--- src/rtl/mips_ctrl_pkg.sv ---
// mips_ctrl_pkg
//   Shared definitions for the multi-cycle MIPS control unit:
//   - opcode and funct codes
//   - ALU operation encodings (shared with alu_unit)
//   - FSM state encoding
//   - datapath mux-select codes
//   - a helper that identifies the states holding a memory request
package mips_ctrl_pkg;

  // Opcodes (IR[31:26])
  localparam logic [5:0] OP_RTYPE = 6'h00;
  localparam logic [5:0] OP_J     = 6'h02;
  localparam logic [5:0] OP_BEQ   = 6'h04;
  localparam logic [5:0] OP_ADDI  = 6'h08;
  localparam logic [5:0] OP_LW    = 6'h23;
  localparam logic [5:0] OP_SW    = 6'h2B;

  // R-type funct codes (IR[5:0])
  localparam logic [5:0] FN_ADD = 6'h20;
  localparam logic [5:0] FN_SUB = 6'h22;
  localparam logic [5:0] FN_AND = 6'h24;
  localparam logic [5:0] FN_OR  = 6'h25;
  localparam logic [5:0] FN_SLT = 6'h2A;

  // ALU operation encodings
  localparam logic [2:0] ALU_AND = 3'b000;
  localparam logic [2:0] ALU_OR  = 3'b001;
  localparam logic [2:0] ALU_ADD = 3'b010;
  localparam logic [2:0] ALU_SUB = 3'b110;
  localparam logic [2:0] ALU_SLT = 3'b111;

  // ALU operand A select
  localparam logic SRC_A_PC  = 1'b0;
  localparam logic SRC_A_REG = 1'b1;

  // ALU operand B select
  localparam logic [1:0] SRC_B_REGB   = 2'b00;
  localparam logic [1:0] SRC_B_FOUR   = 2'b01;
  localparam logic [1:0] SRC_B_IMM    = 2'b10;
  localparam logic [1:0] SRC_B_IMM_SH = 2'b11;

  // PC source select
  localparam logic [1:0] PC_SRC_ALU    = 2'b00;
  localparam logic [1:0] PC_SRC_ALUOUT = 2'b01;
  localparam logic [1:0] PC_SRC_JUMP   = 2'b10;

  // FSM states
  typedef enum logic [3:0] {
    ST_FETCH    = 4'd0,
    ST_DECODE   = 4'd1,
    ST_MEM_ADDR = 4'd2,
    ST_MEM_RD   = 4'd3,
    ST_MEM_WB   = 4'd4,
    ST_MEM_WR   = 4'd5,
    ST_R_EXEC   = 4'd6,
    ST_R_WB     = 4'd7,
    ST_BRANCH   = 4'd8,
    ST_JUMP     = 4'd9,
    ST_I_EXEC   = 4'd10,
    ST_I_WB     = 4'd11
  } state_t;

  // True in the states that hold a memory request open until mem_ready
  function automatic logic is_mem_state(input state_t s);
    return (s == ST_FETCH) || (s == ST_MEM_RD) || (s == ST_MEM_WR);
  endfunction

endpackage

--- src/rtl/mc_alu_dec.sv ---
// mc_alu_dec
//   Combinational R-type funct decoder.
//   Ports:
//     funct   in  6  IR[5:0]
//     alu_op  out 3  ALU operation; ADD for unsupported functs
//     illegal out 1  funct is not supported
module mc_alu_dec
  import mips_ctrl_pkg::*;
(
  input  logic [5:0] funct,
  output logic [2:0] alu_op,
  output logic       illegal
);

  // Map each supported funct to its ALU operation and flag everything else
  always_comb begin
    alu_op  = ALU_ADD;
    illegal = 1'b0;
    case (funct)
      FN_ADD:  alu_op = ALU_ADD;
      FN_SUB:  alu_op = ALU_SUB;
      FN_AND:  alu_op = ALU_AND;
      FN_OR:   alu_op = ALU_OR;
      FN_SLT:  alu_op = ALU_SLT;
      default: illegal = 1'b1;
    endcase
  end

endmodule

--- src/rtl/mc_control_fsm.sv ---
// mc_control_fsm
//   Multi-cycle MIPS control unit (Moore FSM). Drives all datapath enables and
//   mux selects, stalls on the memory ready handshake, and flags illegal
//   instructions and memory timeouts.
//   Parameters:
//     MEM_TIMEOUT  max wait cycles for mem_ready per access (0 = wait forever)
//     ENABLE_ADDI  1 = decode addi, 0 = treat it as illegal
//   Ports:
//     clk, rst_n                        clock, async active-low reset
//     opcode, funct                     instruction fields
//     mem_ready                         memory completes the access this cycle
//     pc_write, pc_write_cond, iord     PC / address control
//     mem_read, mem_write, ir_write     memory and IR control
//     reg_dst, mem_to_reg, reg_write    register-file control
//     alu_src_a, alu_src_b, pc_src      mux selects
//     alu_op                            ALU operation
//     instr_done, illegal_instr, mem_err  status pulses
module mc_control_fsm
  import mips_ctrl_pkg::*;
#(
  parameter int MEM_TIMEOUT = 0,
  parameter bit ENABLE_ADDI = 1'b1
) (
  input  logic       clk,
  input  logic       rst_n,
  input  logic [5:0] opcode,
  input  logic [5:0] funct,
  input  logic       mem_ready,
  output logic       pc_write,
  output logic       pc_write_cond,
  output logic       iord,
  output logic       mem_read,
  output logic       mem_write,
  output logic       ir_write,
  output logic       reg_dst,
  output logic       mem_to_reg,
  output logic       reg_write,
  output logic       alu_src_a,
  output logic [1:0] alu_src_b,
  output logic [1:0] pc_src,
  output logic [2:0] alu_op,
  output logic       instr_done,
  output logic       illegal_instr,
  output logic       mem_err
);

  localparam int CW = (MEM_TIMEOUT > 1) ? $clog2(MEM_TIMEOUT + 1) : 1;

  state_t          state;
  state_t          next_state;
  logic [5:0]      opcode_q;
  logic [2:0]      alu_op_q;
  logic [CW-1:0]   wait_cnt;
  logic [2:0]      dec_alu_op;
  logic            dec_illegal;
  logic            mem_req;
  logic            timeout;
  logic            op_illegal;

  mc_alu_dec u_alu_dec (
    .funct   (funct),
    .alu_op  (dec_alu_op),
    .illegal (dec_illegal)
  );

  assign mem_req = is_mem_state(state);

  // A ready in the final allowed wait cycle completes the access instead of
  // timing out, hence the !mem_ready term.
  assign timeout = (MEM_TIMEOUT > 0) && mem_req && !mem_ready &&
                   (wait_cnt == CW'(MEM_TIMEOUT - 1));

  // Opcode legality; addi is legal only when the build enables it
  always_comb begin
    op_illegal = 1'b0;
    case (opcode)
      OP_RTYPE, OP_LW, OP_SW, OP_BEQ, OP_J: op_illegal = 1'b0;
      OP_ADDI: op_illegal = !ENABLE_ADDI;
      default: op_illegal = 1'b1;
    endcase
  end

  // State register plus the opcode captured in DECODE (selects lw vs sw in
  // MEM_ADDR) and the ALU op captured in R_EXEC (held through R_WB)
  always_ff @(posedge clk or negedge rst_n) begin
    if (!rst_n) begin
      state    <= ST_FETCH;
      opcode_q <= '0;
      alu_op_q <= ALU_ADD;
    end else begin
      state <= next_state;
      if (state == ST_DECODE) opcode_q <= opcode;
      if (state == ST_R_EXEC) alu_op_q <= dec_alu_op;
    end
  end

  // Wait counter: counts stalled cycles of a memory request. It also clears
  // on a timeout because FETCH -> FETCH is not a state change.
  always_ff @(posedge clk or negedge rst_n) begin
    if (!rst_n) begin
      wait_cnt <= '0;
    end else if (!mem_req || mem_ready || timeout || (next_state != state)) begin
      wait_cnt <= '0;
    end else if (MEM_TIMEOUT > 0) begin
      wait_cnt <= wait_cnt + 1'b1;
    end
  end

  // Next-state logic
  always_comb begin
    next_state = state;
    case (state)
      ST_FETCH: begin
        if (mem_ready)    next_state = ST_DECODE;
        else if (timeout) next_state = ST_FETCH;
      end
      ST_DECODE: begin
        if (op_illegal) next_state = ST_FETCH;
        else begin
          case (opcode)
            OP_RTYPE:     next_state = ST_R_EXEC;
            OP_LW, OP_SW: next_state = ST_MEM_ADDR;
            OP_BEQ:       next_state = ST_BRANCH;
            OP_J:         next_state = ST_JUMP;
            OP_ADDI:      next_state = ST_I_EXEC;
            default:      next_state = ST_FETCH;
          endcase
        end
      end
      ST_MEM_ADDR: next_state = (opcode_q == OP_SW) ? ST_MEM_WR : ST_MEM_RD;
      ST_MEM_RD: begin
        if (mem_ready)    next_state = ST_MEM_WB;
        else if (timeout) next_state = ST_FETCH;
      end
      ST_MEM_WR: begin
        if (mem_ready || timeout) next_state = ST_FETCH;
      end
      ST_R_EXEC:  next_state = dec_illegal ? ST_FETCH : ST_R_WB;
      ST_I_EXEC:  next_state = ST_I_WB;
      ST_MEM_WB, ST_R_WB, ST_BRANCH, ST_JUMP, ST_I_WB: next_state = ST_FETCH;
      default:    next_state = ST_FETCH;
    endcase
  end

  // Output logic; everything is forced low while rst_n is asserted so an
  // aborted instruction can never issue a write-enable
  always_comb begin
    pc_write      = 1'b0;
    pc_write_cond = 1'b0;
    iord          = 1'b0;
    mem_read      = 1'b0;
    mem_write     = 1'b0;
    ir_write      = 1'b0;
    reg_dst       = 1'b0;
    mem_to_reg    = 1'b0;
    reg_write     = 1'b0;
    alu_src_a     = SRC_A_PC;
    alu_src_b     = SRC_B_REGB;
    pc_src        = PC_SRC_ALU;
    alu_op        = ALU_AND;
    instr_done    = 1'b0;
    illegal_instr = 1'b0;
    mem_err       = 1'b0;
    if (rst_n) begin
      mem_err = timeout;
      case (state)
        ST_FETCH: begin
          mem_read  = 1'b1;
          alu_src_b = SRC_B_FOUR;
          alu_op    = ALU_ADD;
          ir_write  = mem_ready;
          pc_write  = mem_ready;
        end
        ST_DECODE: begin
          alu_src_b     = SRC_B_IMM_SH;
          alu_op        = ALU_ADD;
          illegal_instr = op_illegal;
        end
        ST_MEM_ADDR: begin
          alu_src_a = SRC_A_REG;
          alu_src_b = SRC_B_IMM;
          alu_op    = ALU_ADD;
        end
        ST_MEM_RD: begin
          mem_read = 1'b1;
          iord     = 1'b1;
        end
        ST_MEM_WB: begin
          reg_write  = 1'b1;
          mem_to_reg = 1'b1;
          instr_done = 1'b1;
        end
        ST_MEM_WR: begin
          mem_write  = 1'b1;
          iord       = 1'b1;
          instr_done = mem_ready;
        end
        ST_R_EXEC: begin
          alu_src_a     = SRC_A_REG;
          alu_op        = dec_alu_op;
          illegal_instr = dec_illegal;
        end
        ST_R_WB: begin
          reg_write  = 1'b1;
          reg_dst    = 1'b1;
          alu_op     = alu_op_q;
          instr_done = 1'b1;
        end
        ST_BRANCH: begin
          alu_src_a     = SRC_A_REG;
          alu_op        = ALU_SUB;
          pc_write_cond = 1'b1;
          pc_src        = PC_SRC_ALUOUT;
          instr_done    = 1'b1;
        end
        ST_JUMP: begin
          pc_write   = 1'b1;
          pc_src     = PC_SRC_JUMP;
          instr_done = 1'b1;
        end
        ST_I_EXEC: begin
          alu_src_a = SRC_A_REG;
          alu_src_b = SRC_B_IMM;
          alu_op    = ALU_ADD;
        end
        ST_I_WB: begin
          reg_write  = 1'b1;
          instr_done = 1'b1;
        end
        default: ;
      endcase
    end
  end

endmodule

--- config.mk ---
export PLATFORM = sky130hd
export DESIGN_NAME = mc_control_fsm
export DESIGN_NICKNAME = d
export VERILOG_FILES = /design/src/rtl/mips_ctrl_pkg.sv /design/src/rtl/mc_alu_dec.sv /design/src/rtl/mc_control_fsm.sv
export SDC_FILE = /design/constraint.sdc
export NUM_CORES = 1
export LEC_CHECK = 0
export CAP_MARGIN = 20
export CORE_UTILIZATION = 55
export CTS_BUF_LIST = sky130_fd_sc_hd__clkbuf_2
export DETAILED_ROUTE_END_ITERATION = 7
export DONT_BUFFER_PORTS = 1
export GPL_TIMING_DRIVEN = 0
export PLACE_DENSITY = 0.7
export SYNTH_ARGS = -nofsm -noshare
export SYNTH_HDL_FRONTEND = slang
export SYNTH_SLANG_ARGS = --single-unit
--- constraint.sdc ---
create_clock -name clk -period 2.4 [get_ports clk]
set_clock_uncertainty 0.05 [all_clocks]
set_input_delay 0.36 -clock clk [delete_from_list [all_inputs] [get_ports clk]]
set_output_delay 0.36 -clock clk [all_outputs]
set_load 0.01 [all_outputs]
==> impl_metrics.ini <==
[logic_synthesis]
synth-async-reset-ratio_pct = 100.0
synthesis.nets = 152
yosysWarnings = 0
synth-edff-count = 0
syn_inst = 137
ys_seq_elements = 13
syn_area_per_cell_um2 = 8.156
ys.flop_type = dfrtp_1
syn_area_um2 = 1117
synth_cell_types = 45
seq_area_frac_synth_pct = 29.23

[job]
max_cap_violations = 0

[sta]
rsz0062_at_grt = false
slew_headroom_pct = 60.58
tightest_slew_ns = 0.5894
fin_crit_sh_pct = 90.62
hold_viol = 0
finalMaxSlewViolations = 0
timing.final.ws_setup_ns = 0.2251
setup_viol = 0
setup_tns_ns = 0
finalCriticalPeriod_ns = 2.175
fmax_ghz = 0.4598

[layout]
antenna_cells = 0
seq_area_um2 = 326.6
drive_gt1_share_pct = 22.54
fill_cells = 171
nets = 158
multi_input_area_um2 = 714.4
area_delta_synth_final_pct = 6.719

[clock_tree]
clock-sinks = 13
clk_pin_slew_ns = 0.13
cts_setup_buffers = 0
numCtsBuffers = 3
h-tree-depth = 1
clk_path_buf_depth = 2
insertion_delay_ns = 0.28
root_buffer = clkbuf_2
cts_tree = built

[worst_hold_path]
whs_path_depth = 1
hold_path.class = in2reg
worstHoldStart = opcode[0]
hold_path_end = opcode_q[0]$_DFFE_PN0P_

[pwr]
leakagePower_uw = 0.0005408
p_per_area_nw_per_um2 = 874.8
ir_drop_mv = 0.5879

[die]
start_util_pct = 61.37
rows = 15
core_area_um2 = 1821
die_area_um2 = 2216
chipHeight_um = 47.07
top_level_ports = 35
die_width_um = 47.07

[global_route]
use_met3_pct = 7.692
grt_pass1_vias = 805
gr-total-overflow = 0
grt_util_all_layers_pct = 23.54
grt.busiest_layer = met2
met2_usage_pct = 39.17
grt_pass1_wl_mm = 3.650
antenna_found_initial = 0
met1_usage_pct = 30.62
grt_max_degree = 14

[placement]
hpwl_mm = 1.859
pre_cts_ws_ns = 0.4176
io_buffers = 0
routabilityCongestion = 0.8254

[route]
routedWlPerCell_um = 14.37
routed_wl_mm = 2.400
vias = 990
via_per_inst = 5.928
ant_nets = 0
route.detailed.drc = 0
drt-initial-drc-count = 17
dr.pass1.iters = 4

[setup_path]
setup.worst_path.class = reg2out
rr_endpoint = alu_op_q[2]$_DFFE_PN0P_
crit_chain = buf_4, clkbuf_1, and3_1, o21ai_0, a21oi_1
path_delay_family = buffers and inverters
reg2reg_slack_ns = 0.70
crit_arrival_ns = 1.76
startpoint = state[1]$_DFFE_PN0P_
startpoint_type = register
endpoint_kind = primary output
worstPathMaxFanout = 10
r2r_start = state[2]$_DFFE_PN0P_
slowest_stage = clkbuf_1
r2r_cells = 5
crit_required_ns = 1.99
critPathBufInv = 2
crit_path_max_incr_delay_ns = 0.38

[status]
status = finished, final reports clean
## area by class of cell
class / count / share of cell area [%]
sequential: 13 / 27.39
multi-input combinational: 109 / 59.92
timing repair buffer: 1 / 0.8395
clock buffer: 4 / 1.679
inverter: 2 / 0.6296
buffer: 13 / 6.926
tap: 25 / 2.623
## stage by stage
| stage | hold WS, ns | instances | utilization [%] | area, um^2 | total power (uW) |
|---|---|---|---|---|---|
| after global placement | 0.01493 | 162 | 63.09 | 1149 | 912.5 |
| after global routing | 0.1382 | 167 | 65.50 | 1192 | 1127 |
| after floorplan | 0.01441 | 137 | - | 1117 | 824.2 |
| final | 0.1713 | 167 | 65.50 | 1192 | 1043 |
| after detailed placement | 0.01492 | 162 | 63.09 | 1149 | 921.2 |
| after CTS | 0.1554 | 167 | 64.74 | 1179 | 1045 |
## power by group
group | internal (uW) | switching [uW]
registers | 294 | 40.5
clock network | 44.2 | 68.8
logic | 267 | 329
## Yosys cell counts (all sizes together) (2+ instances only)
| cell | instances | area (um^2) |
|---|---|---|
| a211oi | 2 | 15.01 |
| a21oi | 7 | 35.03 |
| and2 | 2 | 12.51 |
| and3 | 7 | 45.05 |
| buf | 11 | 75.07 |
| clkbuf | 2 | 7.510 |
| dfrtp | 12 | 300.3 |
| inv | 2 | 7.510 |
| mux2 | 8 | 90.09 |
| nand2 | 11 | 41.29 |
| nand2b | 5 | 38.78 |
| nand3 | 2 | 10.01 |
| nand4 | 2 | 12.51 |
| nor2 | 18 | 67.56 |
| nor2b | 5 | 31.28 |
| nor3 | 10 | 61.31 |
| o21ai | 4 | 20.02 |
| or3b | 2 | 17.52 |
| xor2 | 4 | 35.03 |
## worst reg2reg max path, cell delays in order, from the launching register on
cell and delay, ns:
dfrtp_1 0.34, buf_2 0.20, nor2b_1 0.31, and2_1 0.17, buf_2 0.16, mux2_2 0.34
## worst max-delay path by stage
stage          cells past startpoint             to  slack [ns]
6_report                           5      alu_op[0]        0.23
5_1_grt                            6  illegal_instr        0.07
4_1_cts                            5      pc_src[0]        0.07
3_5_place_dp                       5      pc_src[0]        0.42
3_3_place_gp                       5      pc_src[0]        0.43
2_1_floorplan                      5      pc_src[0]        0.57
## what timing repair did
| item | CTS | global route |
|---|---|---|
| hold buffers | 1 | 0 |
| endpoints found under the hold margin | 13 | 0 |
| endpoints found under the setup margin | 0 | 3 |
| gates resized for setup | 0 | 3 |
## cell usage in the layout, fill, tap and decap left out, drive strengths merged, types with 2 or more instances in the layout
| cell type | Yosys | routed |
|---|---|---|
| mux2 | 8 | 8 |
| or3b | 2 | 2 |
| dfrtp | 12 | 12 |
| nand2 | 11 | 11 |
| nor2b | 5 | 5 |
| and3 | 7 | 7 |
| nand3 | 2 | 2 |
| nor3 | 10 | 10 |
| xor2 | 4 | 4 |
| inv | 2 | 2 |
| nand4 | 2 | 2 |
| nor2 | 18 | 18 |
| and2 | 2 | 2 |
| o21ai | 4 | 4 |
| buf | 11 | 11 |
| clkbuf | 2 | 6 |
| a211oi | 2 | 2 |
| a21oi | 7 | 7 |
| nand2b | 5 | 5 |
## sequential cells by signal (all words and copies together), names as in the netlist
signal,cells
state,4
alu_op_q,3
opcode_q,6
## cells by family after synthesis
family | share of synthesized area (%)
xor gates and xnor gates | 3.135
AOI/OAI and AO/OA | 15.68
DFF | 29.23
muxes | 8.063
buffers and inverters | 8.063
and+or+nand+nor | 35.50
other | 0.3356
## routing by layer
layer	routed length, um	vias to the layer above	share of wire (%)
li1	-	490	-
met1	1075	463	45
met2	1161	33	48
met3	143	4	6.0
met4	20	0	0.83
met5	0	-	0
No activity file was read; power rests on OpenSTA's default activity.
